<file path="src/rtl/mfp_irq_pkg.sv">
// Shared constants for the MFP interrupt controller: register map, channel count, VR bits.
// Optional daisy-chain ports are enabled by defining MFP_IRQ_DAISY_EN.
package mfp_irq_pkg;

   localparam int NUM_CH   = 16;
   localparam int VR_S_BIT = 3;

   localparam logic [3:0] ADDR_IERA = 4'd0;
   localparam logic [3:0] ADDR_IERB = 4'd1;
   localparam logic [3:0] ADDR_IPRA = 4'd2;
   localparam logic [3:0] ADDR_IPRB = 4'd3;
   localparam logic [3:0] ADDR_ISRA = 4'd4;
   localparam logic [3:0] ADDR_ISRB = 4'd5;
   localparam logic [3:0] ADDR_IMRA = 4'd6;
   localparam logic [3:0] ADDR_IMRB = 4'd7;
   localparam logic [3:0] ADDR_VR   = 4'd8;

endpackage

</file>
<file path="src/rtl/mfp_prio_enc.sv">
// Masked priority encoder: reports the highest channel with req & mask set.
module mfp_prio_enc
   import mfp_irq_pkg::*;
(
   input  logic [NUM_CH-1:0] req,
   input  logic [NUM_CH-1:0] mask,
   output logic              valid,
   output logic [3:0]        index
);

   logic [NUM_CH-1:0] hits;

   assign hits = req & mask;

   // Ascending scan so the highest set channel is the last one assigned.
   always_comb begin
      valid = 1'b0;
      index = '0;
      for (int i = 0; i < NUM_CH; i++) begin
         if (hits[i]) begin
            valid = 1'b1;
            index = 4'(i);
         end
      end
   end

endmodule

</file>
<file path="src/rtl/mfp_irq_ctrl.sv">
// MFP-style 16-channel interrupt controller with IER/IPR/ISR/IMR/VR registers and vectored acknowledge.
// Define MFP_IRQ_DAISY_EN to add the IEI_N/IEO_N daisy-chain ports.
module mfp_irq_ctrl
   import mfp_irq_pkg::*;
(
   input  logic              CLK,
   input  logic              RST_N,
   input  logic [NUM_CH-1:0] IRQ_IN,
   input  logic              WE,
   input  logic [3:0]        ADDR,
   input  logic [7:0]        DAT_I,
   output logic [7:0]        DAT_O,
   input  logic              IACK,
   output logic              IRQ_N,
   output logic [7:0]        VEC_O,
`ifdef MFP_IRQ_DAISY_EN
   output logic              VEC_VALID,
   input  logic              IEI_N,
   output logic              IEO_N
`else
   output logic              VEC_VALID
`endif
);

   logic [NUM_CH-1:0] ier, ipr, isr, imr;
   logic [7:0]        vr;
   logic [NUM_CH-1:0] ier_nx, ipr_nx, isr_nx, imr_nx;
   logic [7:0]        vr_nx;
   logic [NUM_CH-1:0] ipr_clr, isr_clr;
   logic [NUM_CH-1:0] above_isr, elig;
   logic              isr_blocked;
   logic              s_bit;
   logic              cand_valid;
   logic [3:0]        cand_idx;
   logic              iei_n_eff;
   logic              ack_hit;
   logic [NUM_CH-1:0] ack_onehot;

`ifdef MFP_IRQ_DAISY_EN
   assign iei_n_eff = IEI_N;
   assign IEO_N     = IEI_N | cand_valid;
`else
   assign iei_n_eff = 1'b0;
`endif

   assign s_bit = vr[VR_S_BIT];

   // In software-EOI mode a channel is eligible only above the highest in-service channel.
   always_comb begin
      isr_blocked = 1'b0;
      above_isr   = '0;
      for (int i = NUM_CH - 1; i >= 0; i--) begin
         isr_blocked  = isr_blocked | isr[i];
         above_isr[i] = ~isr_blocked;
      end
      elig = s_bit ? (imr & above_isr) : imr;
   end

   mfp_prio_enc u_prio_enc (
      .req   (ipr),
      .mask  (elig),
      .valid (cand_valid),
      .index (cand_idx)
   );

   assign ack_hit    = IACK & ~iei_n_eff & cand_valid;
   assign ack_onehot = ack_hit ? (16'd1 << cand_idx) : '0;

   always_comb begin
      ier_nx  = ier;
      imr_nx  = imr;
      vr_nx   = vr;
      ipr_clr = ack_onehot;
      isr_clr = '0;
      if (WE) begin
         case (ADDR)
            ADDR_IERA: begin ier_nx[15:8] = DAT_I; ipr_clr[15:8] = ipr_clr[15:8] | ~DAT_I; end
            ADDR_IERB: begin ier_nx[7:0]  = DAT_I; ipr_clr[7:0]  = ipr_clr[7:0]  | ~DAT_I; end
            ADDR_IPRA: ipr_clr[15:8] = ipr_clr[15:8] | ~DAT_I;
            ADDR_IPRB: ipr_clr[7:0]  = ipr_clr[7:0]  | ~DAT_I;
            ADDR_ISRA: isr_clr[15:8] = ~DAT_I;
            ADDR_ISRB: isr_clr[7:0]  = ~DAT_I;
            ADDR_IMRA: imr_nx[15:8]  = DAT_I;
            ADDR_IMRB: imr_nx[7:0]   = DAT_I;
            ADDR_VR:   vr_nx         = DAT_I;
            default: ;
         endcase
      end
      // A new event wins over any clear of the same pending bit in this cycle.
      ipr_nx = (ipr & ~ipr_clr) | (IRQ_IN & ier);
      isr_nx = isr & ~isr_clr;
      if (s_bit) isr_nx = isr_nx | ack_onehot;
      if (!vr_nx[VR_S_BIT]) isr_nx = '0;
   end

   // VEC_VALID is a one-cycle qualifier for VEC_O with no back-pressure:
   // VEC_O is meaningful only in the cycle VEC_VALID is high.
   always_ff @(posedge CLK) begin
      if (!RST_N) begin
         ier       <= '0;
         ipr       <= '0;
         isr       <= '0;
         imr       <= '0;
         vr        <= '0;
         IRQ_N     <= 1'b1;
         VEC_O     <= '0;
         VEC_VALID <= 1'b0;
      end else begin
         ier       <= ier_nx;
         ipr       <= ipr_nx;
         isr       <= isr_nx;
         imr       <= imr_nx;
         vr        <= vr_nx;
         IRQ_N     <= ~cand_valid;
         VEC_VALID <= ack_hit;
         if (ack_hit) VEC_O <= {vr[7:4], cand_idx};
      end
   end

   always_comb begin
      case (ADDR)
         ADDR_IERA: DAT_O = ier[15:8];
         ADDR_IERB: DAT_O = ier[7:0];
         ADDR_IPRA: DAT_O = ipr[15:8];
         ADDR_IPRB: DAT_O = ipr[7:0];
         ADDR_ISRA: DAT_O = isr[15:8];
         ADDR_ISRB: DAT_O = isr[7:0];
         ADDR_IMRA: DAT_O = imr[15:8];
         ADDR_IMRB: DAT_O = imr[7:0];
         ADDR_VR:   DAT_O = vr;
         default:   DAT_O = 8'h00;
      endcase
   end

endmodule

</file>
<file path="config.mk">
export PLATFORM = sky130hd
export DESIGN_NAME = mfp_irq_ctrl
export DESIGN_NICKNAME = d
export VERILOG_FILES = /design/src/rtl/mfp_irq_pkg.sv /design/src/rtl/mfp_prio_enc.sv /design/src/rtl/mfp_irq_ctrl.sv
export SDC_FILE = /design/constraint.sdc
export NUM_CORES = 1
export LEC_CHECK = 0
export CORE_UTILIZATION = 23
export CTS_CLUSTER_DIAMETER = 30
export DETAILED_ROUTE_END_ITERATION = 16
export GPL_TIMING_DRIVEN = 1
export PLACE_DENSITY = 0.45
export SLEW_MARGIN = 20
export SYNTH_ARGS = -nofsm -noshare
export SYNTH_HDL_FRONTEND = slang
export SYNTH_SLANG_ARGS = --single-unit
</file>
<file path="constraint.sdc">
create_clock -name CLK -period 3.8 [get_ports CLK]
set_input_delay 0.76 -clock CLK [delete_from_list [all_inputs] [get_ports CLK]]
set_output_delay 0.76 -clock CLK [all_outputs]
set_load 0.005 [all_outputs]
</file>
; ---- Word-level counts from Yosys, hierarchy flattened
; Index checks and enable logic that the tools add are counted.
[word_totals]
wordCells = 117
in_bits = 32
out_inout_bits = 18
register_bits = 82
[classes]
shift = 1
eq_ne = 8
reduce_logical = 9
bitwise = 45
muxes = 43
[ops]
columns = operator, count
row1 = 16-bit bitwise AND, 5
row2 = 16-bit 2-to-1 mux, 5
row3 = 8-bit one-hot mux with 9 select lines, 1
row4 = 4-bit 2-to-1 mux, 10
row5 = 8-bit 2-to-1 mux, 4
row6 = 16-bit inverter, 2
row7 = 16-bit OR, 2
row8 = 1-bit 2-to-1 mux, 17
row9 = 1-bit inverter, 17
row10 = 4-bit by 3-bit equality test with 1-bit output (second input constant), 4
row11 = 8-bit OR, 2
row12 = 1-bit by 4-bit << shifter with 16-bit output (first input constant), 1
row13 = 1-bit OR, 15
row14 = 3-bit 2-to-1 mux, 4
row15 = 2-bit AND reduction, 6
row16 = 4-bit by 2-bit equality test with 1-bit output (second input constant), 2
row17 = 8-bit inverter, 1
row18 = 4-bit by 1-bit equality test with 1-bit output (second input constant), 1
row19 = 4-bit equality test (second input constant), 1
row20 = 4-bit logical NOT, 1
row21 = 2-bit 2-to-1 mux, 2
row22 = 2-bit OR reduction, 2
row23 = 1-bit bitwise AND, 1

; ---- Logic depth before layout (Yosys ltp)
; Gate-level depths: netlist (run 1).
[logic_depth]
depth_word = 43
depth_mapped = 10
depth_no_buf = 7

; ---- Modules after synthesis
; From an unflattened synthesis (run 1), not the netlist that was laid out.
[hier_totals]
hier_cells = 539
area_unflattened_um2 = 4336.7
[modules_own_cells]
columns = mod, instances, cells_each, seq_area_each_um2, area_per_inst_um2
row1 = mfp_irq_ctrl, 1, 501, 1641.6, 4103.9
row2 = mfp_prio_enc, 1, 38, 0.0, 232.7

; ---- Worst setup path before layout (run 1)
; No wires, ideal clock.
[synth_timing]
path_type = input-to-output
startpoint = input ADDR[2]
endpoint = output DAT_O[4]
path_stages = 7
n_path_buf = 3
t_arrival_ps = 2193
t_required_ps = 3040
path_slack_ps = 847
path_cell_list = clkbuf_1 nor2b_1 and3_1 clkbuf_1 clkbuf_1 a222oi_1 nand3_1
[synth_via]
elab_chain_len = 2
word_cells_on_any_way = 10
cone_classes = eq/ne: 8 / mux: 1 / reduce/logical: 1
[synth_lines]
columns = item, line
row1 = from (decl), mfp_irq_ctrl.sv:10  ; input logic [3:0] ADDR,
row2 = 4-bit equality test (tied with other cells), mfp_irq_ctrl.sv:121  ; case (ADDR)
row3 = 8-bit one-hot mux with 9 select lines (*), mfp_irq_ctrl.sv:121
row4 = to (decl), mfp_irq_ctrl.sv:12  ; output logic [7:0] DAT_O,
; Mark *: on every way between the ends. The rest lies on a longest branch, timed or not.

; ---- Final worst setup path (run 1)
[layout_timing]
startpoint = input ADDR[1]
endpoint = output DAT_O[2]
; Same word-level chain as after synthesis.

==> flow_summary.ini, run 1 <==
[global_routing]
grt_pass1_wl_um = 28800
grt_use_total = 0.198
globalRouteOverflowTotal = 0
use_met3 = 0.0260
first_global_vias = 4453
grt_max_degree = 77
met2_usage = 0.314
antenna_found_initial = 0
use_met1 = 0.261
top_usage_layer = met2

[floorplanning]
start_util = 0.237
core_um2 = 18900
fp.dieH_um = 142
die_area_um2 = 20000
rows = 50
die_x_um = 142
io_pins = 50

[worst_setup_path]
worst-path-max-fanout = 30
reg2reg_depth = 7
r2r_slack_ns = 0.64
crit_top_cell = clkdlybuf4s50_1
cpPeakStageDelay_ns = 0.51
cp_num_cells = 7
reg2reg_to = ipr[6]
crit_slowest_cell = clkdlybuf4s50_1
endpoint_kind = output port
r2r_start = isr[9]
crit_buf_inv = 3
crit_family = buffers and inverters
critPathLaunchType = primary input
required_ns = 3.04
critPathLaunch = ADDR[1]
arrival_ns = 2.94
cp_cell_sequence = clkdlybuf4s50_1 -> buf_12 -> mux2_2 -> a22o_1 -> a22oi_1 -> o211ai_1 -> clkdlybuf4s50_1
crit_end = DAT_O[2]
critPathKind = in -> out

[synth]
yosysSeqAreaShare = 0.366
synth_fp_nets = 568
synth_top_area_share = 0.366
synth-edff-count = 0
syn_area_um2 = 4480
yosysMostFrequentCell = dfxtp_1
yosysTopAreaCell = dfxtp_1
yosysWarnings = 0
ys_top_cells_by_count = dfxtp_1 (82), nand2_1 (69), o21ai_0 (43), nand3_1 (38), clkbuf_1 (30)
syn-instance-count = 536
ys.flop_type = dfxtp_1
ys_types = 65
async_flop_share = 0
synth_area_leaders = dfxtp_1 (37%), nand2_1 (5.8%), o21ai_0 (4.8%), nand3_1 (4.2%), a21boi_0 (4.2%)
synth-seq-cells = 82
syn_area_per_cell_um2 = 8.36

[timing]
rsz0062_at_grt = false
finalCritPeriodShare = 0.973
slew_viol_final = 0
slew_headroom = 0.488
timing.final.ws_setup_ns = 0.102
setup_tns_ns = 0
max_freq_mhz = 270
setup_viol_count_final = 0
worstMarginPinSlew_ns = 0.765
finalCriticalPeriod_ns = 3.70
fin_skew_ns = 0.00743
finalHoldViolations = 0

[hold_path]
hp-start = VEC_O[2]
hp-class = reg -> reg

[clock_tree]
numCtsBuffers = 9
clock_latency_ns = 0.36
cts_root_buffer = clkbuf_16
cts.hold.buffers_added = 0
path_clk_slew_ns = 0.06
numClockSinks = 82
cts.path.max_buffers = 2
cts_tree = done
htreeDepth = 3

[power_and_ir_drop]
p_leak_nw = 1.99
power_density_nw_per_um2 = 344
irDropWorstVdd_uv = 154

[placement]
preCtsSetupSlack_ns = 0.00340
io_buffers = 49
routabilityCongestion = 0.923
hpwl_um = 14400

[drt]
routedWlPerCell_um = 22.6
drc = 0
postRouteAntennaNets = 0
drtPass1Iterations = 7
vias_per_cell = 5.50
num_vias = 4668
wirelength_um = 19200
drt_iter0_markers = 591

[finish]
antennaDiodeCount = 0
area_growth_pct = 26.3
final_layout_size_suffix_gt1_frac = 0.124
nNetsFinal = 616
n_fill_cell = 2039

[status]
status = finished clean

[run]
cap_violations = 0
[worst register-to-register path: stages (launching register included)]
cell and delay, ns:
dfxtp_1 0.42, or4_1 0.57, or3_1 0.48, o21ai_0 0.27, a311oi_2 0.20, or2_2 0.39
a2111oi_0 0.53, o21ai_0 0.16
[cells by family (layout without fill, tap and decap cells)]
| family | after synthesis | in the layout | share of synthesized area |
|---|---|---|---|
| mux | 24 | 24 | 0.0561 |
| buf+inv | 38 | 91 | 0.0352 |
| compound gates | 198 | 198 | 0.324 |
| flops | 82 | 82 | 0.366 |
| simple gates | 194 | 194 | 0.218 |
[registers in the layout, summed over array words and instances (netlist names)]
register / count
IRQ_N: 1
VEC_O: 8
VEC_VALID: 1
ier: 16
imr: 16
ipr: 16
isr: 16
vr: 8
[area by class of cell]
| class | instances | area (um2) | share of cell area |
|---|---|---|---|
| Multi-Input combinational cell | 416 | 2690 | 0.476 |
| Clock inverter | 2 | 35.0 | 0.00619 |
| Clock buffer | 14 | 264 | 0.0467 |
| Inverter | 2 | 7.51 | 0.00133 |
| Sequential cell | 82 | 1640 | 0.290 |
| Timing Repair Buffer | 73 | 691 | 0.122 |
| Tap cell | 260 | 325 | 0.0575 |
[metal layers]
layer  vias to the layer above  routed length, um  share of wire
met1                      2282               8570           0.45
met2                       197               8910           0.46
li1                       2150                  -              -
met4                         0                725          0.038
met5                         -                  0              0
met3                        39               1020          0.053
[report_power, final]
part	switching, mW	internal, mW	total [mW]	leakage [nW]
registers	0.0144	0.870	0.884	0.662
clock network	0.358	0.545	0.903	0.147
logic	0.0928	0.0687	0.162	1.18
total	0.465	1.48	1.95	1.99
[cells in the final DEF (no fill, tap or decap), drive strengths merged, types with 4 or more instances in the layout]
cell | Yosys | routed
nand3 | 38 | 38
nor2 | 14 | 14
and2 | 6 | 6
nand2 | 69 | 69
mux2 | 9 | 9
clkbuf | 30 | 14
clkdlybuf4s50 | 0 | 48
or4 | 4 | 4
nor3b | 4 | 4
a31o | 4 | 4
a222oi | 7 | 7
or3 | 7 | 7
o221a | 8 | 8
a211oi | 4 | 4
nor3 | 9 | 9
buf | 6 | 25
o21a | 4 | 4
a22oi | 12 | 12
or2 | 4 | 4
o21ai | 46 | 46
nand2b | 10 | 10
o22ai | 10 | 10
mux2i | 15 | 15
a31oi | 4 | 4
and3 | 4 | 4
o211ai | 18 | 18
a21oi | 15 | 15
nor2b | 16 | 16
a22o | 8 | 8
a21boi | 25 | 25
dfxtp | 82 | 82
[how the worst min path moves through the flow]
stage	end	slack, ns	cells after the start
floorplan	vr[1]	0.44	2
global placement	VEC_O[2]	0.47	2
detailed placement	VEC_O[2]	0.46	2
CTS	VEC_O[2]	0.49	2
global route	VEC_O[2]	0.50	2
finish	VEC_O[2]	0.48	2
[what timing repair did]
action / CTS / global route
endpoints found under the setup margin: 1 / 1
setup buffers: 0 / 0
gates resized for setup: 1 / 1
hold endpoints to repair: 0 / 0
[per-stage QoR]
step | hold WS (ns) | cell area, um2 | cells | utilization | total power [mW]
2_1_floorplan | 0.443 | 4480 | 536 | - | 0.966
3_3_place_gp | 0.470 | 5350 | 833 | 0.283 | 1.06
3_5_place_dp | 0.464 | 5350 | 833 | 0.283 | 1.06
4_1_cts | 0.487 | 5660 | 849 | 0.299 | 1.96
5_1_grt | 0.503 | 5660 | 849 | 0.299 | 2.02
6_report | 0.481 | 5660 | 849 | 0.299 | 1.95
(Power assumes the default switching activity.)
==> inputs of run 2 (changes only) <==
--- a/config.mk
+++ b/config.mk
@@ -5,12 +5,14 @@
 export SDC_FILE = /design/constraint.sdc
 export NUM_CORES = 1
 export LEC_CHECK = 0
+export ABC_AREA = 1
 export CORE_UTILIZATION = 23
 export CTS_CLUSTER_DIAMETER = 30
 export DETAILED_ROUTE_END_ITERATION = 16
 export GPL_TIMING_DRIVEN = 1
-export PLACE_DENSITY = 0.45
+export PLACE_DENSITY = 0.46
 export SLEW_MARGIN = 20
 export SYNTH_ARGS = -nofsm -noshare
 export SYNTH_HDL_FRONTEND = slang
+export SYNTH_HIERARCHICAL = 1
 export SYNTH_SLANG_ARGS = --single-unit
==> constraint.sdc (replaced) <==
create_clock -name CLK -period 3.8 [get_ports CLK]
set_input_delay 0.76 -clock CLK [delete_from_list [all_inputs] [get_ports CLK]]
set_output_delay 0.76 -clock CLK [all_outputs]
set_load 0.1 [all_outputs]
==> run 2 against run 1 <==
Net effect: worst setup slack better by 0.036 ns; die area is 9.3% lower; count of clock-buffer cells in the layout is 4 lower; register-to-register slack worse by 0.25 ns; clock skew is 0.00088 ns higher; routed wire length is 18% lower; total power is 0.12% higher; non-clock buffer count is 6 lower; first-iteration DRC count is 33% lower; critical path type unchanged; critical endpoint is now DAT_O[3]; highest routed layer unchanged.
==> flow_summary.ini, run 2 <==
[status]
status = finished clean

[global_routing]
grt_pass1_wl_um = 24800
grt_use_total = 0.185
globalRouteOverflowTotal = 0
first_global_vias = 4265
grt_max_degree = 54
antenna_found_initial = 0

[drt]
drt_iter0_markers = 398
num_vias = 4176
drc = 0
postRouteAntennaNets = 0
routedWlPerCell_um = 19.3
vias_per_cell = 5.09
wirelength_um = 15800
drtPass1Iterations = 7

[timing]
slew_headroom = 0.340
rsz0062_at_grt = false
setup_viol_count_final = 0
worstMarginPinSlew_ns = 0.987
finalHoldViolations = 0
setup_tns_ns = 0
max_freq_mhz = 273
slew_viol_final = 0
finalCritPeriodShare = 0.964
fin_skew_ns = 0.00831
finalCriticalPeriod_ns = 3.66

[floorplanning]
rows = 48
core_um2 = 17200
die_area_um2 = 18200
die_x_um = 135
fp.dieH_um = 135
start_util = 0.235
io_pins = 50

[synth]
async_flop_share = 0
synth_fp_nets = 563
synth_area_leaders = dfxtp_1 (40%), a221oi_1 (9.7%), nand2_1 (9.1%), inv_1 (6.8%), a21oi_1 (5.3%)
syn-instance-count = 531
yosysMostFrequentCell = nand2_1
ys_top_cells_by_count = nand2_1 (98), dfxtp_1 (82), inv_1 (73), a221oi_1 (45), a21oi_1 (43)
ys_types = 33
yosysSeqAreaShare = 0.404
ys.flop_type = dfxtp_1
yosysWarnings = 6
synth-edff-count = 0
syn_area_per_cell_um2 = 7.64
yosysTopAreaCell = dfxtp_1
synth-seq-cells = 82
syn_area_um2 = 4060
synth_top_area_share = 0.404

[worst_setup_path]
critPathKind = in -> out
arrival_ns = 2.90
cpPeakStageDelay_ns = 0.58
required_ns = 3.04
worst-path-max-fanout = 8
crit_buf_inv = 3
critPathLaunchType = primary input
crit_family = simple AND/OR/NAND/NOR gates
cp_cell_sequence = clkdlybuf4s50_1 -> nor2_2 -> inv_1 -> nor2_1 -> nand2_1 -> o21ai_0 -> a221oi_1 -> o211ai_1 -> buf_12
endpoint_kind = output port
crit_slowest_cell = nor2_1

[placement]
routabilityCongestion = 0.872
io_buffers = 49
dp_cells = 803
hpwl_um = 12000

[clock_tree]
numCtsBuffers = 9
path_clk_slew_ns = 0.07
clock_latency_ns = 0.36
cts.hold.buffers_added = 0
cts_tree = done
cts.path.max_buffers = 2
htreeDepth = 3
cts_root_buffer = clkbuf_16
numClockSinks = 82

[finish]
final_layout_size_suffix_gt1_frac = 0.148
nNetsFinal = 622
layout_commonest_cell = nand2_1
antennaDiodeCount = 0
finish.utilization = 0.305
area_growth_pct = 29.7
fin_cells = 820
final_cell_mix = nand2_1 (97), dfxtp_1 (82), inv_1 (72)
n_fill_cell = 1866

[power_and_ir_drop]
seq_power_share = 0.452
p_comb_frac = 0.082
p_int_mw = 1.46
switching_share = 0.253
p_sw_uw = 493
p_leak_nw = 1.88
clockPowerShare = 0.466
irDropWorstVdd_uv = 227
power_density_nw_per_um2 = 371

[run]
cap_violations = 0

[hold_path]
hp-class = reg -> reg
[run 2: cell types whose count changed after synthesis, sizes merged, moves of 15 or more]
| cell | delta |
|---|---|
| a21oi | +37 |
| nor2b | -16 |
| nand2 | +34 |
| a21boi | -25 |
| mux2i | -15 |
| a221oi | +46 |
| nor2 | +26 |
| clkbuf | -18 |
| inv | +79 |
[run 2: power groups by stage]
| stage | registers, mW | clock network, mW | logic (mW) |
|---|---|---|---|
| final | 0.882 | 0.909 | 0.160 |
| after floorplan | 0.901 | 0 | 0.0745 |
| after global placement | 0.901 | 0 | 0.158 |
| after detailed placement | 0.901 | 0 | 0.158 |
| after CTS | 0.882 | 0.930 | 0.159 |
| after global routing | 0.883 | 0.964 | 0.172 |
[run 2: cell type report]
class | count | area (um2) | area share
clock buffer | 10 | 239 | 0.0454
clock inverter | 6 | 65.1 | 0.0124
tap | 225 | 282 | 0.0535
sequential | 82 | 1640 | 0.312
multi-input combinational | 349 | 2030 | 0.385
timing repair buffer | 67 | 706 | 0.134
inverter | 81 | 304 | 0.0578
[run 2: tightest hold or removal path, cell delays in order (launching register included)]
cell and delay (ns):
dfxtp_1 0.31, nand2_1 0.05, a21oi_1 0.05
[run 2: repair_timing]
item / in CTS / in global routing
setup buffers: 0 / 1
endpoints found under the setup margin: 0 / 10
gates resized for setup: 0 / 5
[run 2: per-stage QoR]
step / total power [mW] / hold WS, ns / worst slack [ns] / area, um2
6_report: 1.95 / 0.461 / 0.138 / 5260
5_1_grt: 2.02 / 0.482 / 0.0141 / 5260
4_1_cts: 1.97 / 0.461 / 0.117 / 5240
3_5_place_dp: 1.06 / 0.450 / 0.147 / 4940
3_3_place_gp: 1.06 / 0.453 / 0.0793 / 4940
2_1_floorplan: 0.976 / 0.436 / 0.243 / 4060
[run 2: path summary, 6_finish.rpt]
check        startpoint       end  slack, ns  depth (start not counted)
max reg2reg     isr[15]    ipr[6]       0.39                         20
min reg2reg     ier[11]   ipr[11]       0.46                          2
max             ADDR[3]  DAT_O[3]       0.14                          9
min             ier[11]   ipr[11]       0.46                          2
[run 2: per-layer routing]
metal,share of wire,GRT usage,wire (um),vias to the layer above
li1,-,-,-,1989
met1,0.44,0.236,7030,2003
met2,0.47,0.298,7390,160
met3,0.067,0.0454,1050,24
met4,0.023,0.0712,367,0
met5,0,0,0,-
[run 2: cell families (layout without fill, tap and decap cells)]
family,after synthesis,count (layout),synth area share
DFF,82,82,0.404
buffers and inverters,100,164,0.0999
AOI/OAI and AO/OA,169,169,0.294
and+or+nand+nor,180,180,0.202
==> inputs of run 3 (changes only) <==
--- a/config.mk
+++ b/config.mk
@@ -9,6 +9,7 @@
 export CORE_UTILIZATION = 23
 export CTS_CLUSTER_DIAMETER = 30
 export DETAILED_ROUTE_END_ITERATION = 16
+export GPL_ROUTABILITY_DRIVEN = 0
 export GPL_TIMING_DRIVEN = 1
 export PLACE_DENSITY = 0.46
 export SLEW_MARGIN = 20
==> run 3 against run 2 <==
Net effect: sequential cell count unchanged; routed wire length is 2.4% lower; hold slack lost 0.0018 ns; register-to-register slack lost 0.11 ns; core utilization is 0.11 points lower; combinational power about the same; via count up 1.5%.
==> flow_summary.ini, run 3 (synthesis results as in run 2) <==
[status]
status = finished clean

[finish]
multi_input_area_um2 = 2020
antennaDiodeCount = 0
layout_commonest_cell = nand2_1
final_layout_size_suffix_gt1_frac = 0.139
nNetsFinal = 619
seq_area_um2 = 1640
area_growth_pct = 29.2
n_fill_cell = 1831
final_cell_mix = nand2_1 (98), dfxtp_1 (82), inv_1 (73)

[worst_setup_path]
cpPeakStageDelay_ns = 0.57
critPathKind = in -> out
required_ns = 3.04
reg2reg_depth = 30
endpoint_kind = output port
crit_slowest_cell = nor2_1
r2r_slack_ns = 0.28
worst-path-max-fanout = 8
arrival_ns = 2.94
cp_cell_sequence = clkdlybuf4s50_1 -> nor2_2 -> inv_1 -> nor2_1 -> nand2_1 -> o21ai_0 -> a221oi_1 -> o211ai_1 -> buf_12
critPathLaunchType = primary input

[timing]
rsz0062_at_grt = true
setup_viol_count_final = 0
setup_tns_ns = 0
worstMarginPinSlew_ns = 1.00
max_freq_mhz = 270
slew_headroom = 0.332
finalCritPeriodShare = 0.974
finalHoldViolations = 0
fin_skew_ns = 0.0103
slew_viol_final = 0
finalCriticalPeriod_ns = 3.70

[drt]
vias_per_cell = 5.19
postRouteAntennaNets = 0
routedWlPerCell_um = 18.9
drt_iter0_markers = 423
wirelength_um = 15500
num_vias = 4238
drtPass1Iterations = 5
drc = 0

[clock_tree]
cts_root_buffer = clkbuf_16
cts_tree = done
cts.path.max_buffers = 2
cts_setup_buffers = 0
cts.hold.buffers_added = 0
path_clk_slew_ns = 0.06
postCtsResizedCells = 0
htreeDepth = 3
clock_latency_ns = 0.36
numCtsBuffers = 9
numClockSinks = 82

[hold_path]
hp-class = reg -> reg
worstHoldPathCells = 2

[placement]
hpwl_um = 11500
io_buffers = 49

[global_routing]
first_global_vias = 4121
grt_pass1_wl_um = 23900
grt_use_total = 0.177
antenna_found_initial = 0
globalRouteOverflowTotal = 0
grt_max_degree = 54

[floorplanning]
die_area_um2 = 18200
core_um2 = 17200
start_util = 0.235
die_x_um = 135
io_pins = 50
rows = 48
fp.dieH_um = 135

[power_and_ir_drop]
fin_total_pwr_mw = 1.97
power_density_nw_per_um2 = 375
p_leak_nw = 1.87
irDropWorstVdd_uv = 216

[run]
cap_violations = 0
==> run 3: where the power goes <==
group,switching [mW],total [mW],internal [mW],leakage [nW]
clock network,0.366,0.927,0.561,0.159
registers,0.00989,0.882,0.872,0.662
logic,0.103,0.160,0.0571,1.05
==> run 3: area by class of cell <==
type,count,share of cell area
clock buffer,12,0.0508
clock inverter,4,0.00930
inverter,81,0.0580
multi-input combinational,349,0.385
sequential,82,0.313
tap,225,0.0537
timing repair buffer,64,0.130
==> run 3: critical path, delay by kind of cell <==
kind / cells / cell delay [ns]
compound gates: 3 / 0.41
buf+inv: 3 / 0.86
simple gates: 3 / 0.90
==> run 3: metal layers <==
layer,global-route usage,vias to the layer above,part of all wire
met3,0.0402,29,0.072
met5,0,-,0
met1,0.234,2017,0.45
met4,0.0730,0,0.022
met2,0.276,209,0.46
li1,-,1983,-
==> run 3: path summary, 6_finish.rpt <==
kind	start	to
setup / recovery	ADDR[3]	DAT_O[3]
hold / removal	ier[6]	ipr[6]
setup reg to reg	isr[15]	ipr[5]
hold reg to reg	ier[6]	ipr[6]
==> run 3: per-stage QoR <==
step / area (um2) / cells / hold WS (ns) / util / setup WS [ns]
final: 5250 / 817 / 0.459 / 0.304 / 0.0987
after global routing: 5250 / 817 / 0.490 / 0.304 / -0.106
after CTS: 5240 / 817 / 0.461 / 0.304 / 0.162
after detailed placement: 4920 / 801 / 0.453 / 0.286 / 0.175
after global placement: 4920 / 801 / 0.452 / 0.286 / 0.189
after floorplan: 4060 / 531 / 0.436 / - / 0.243
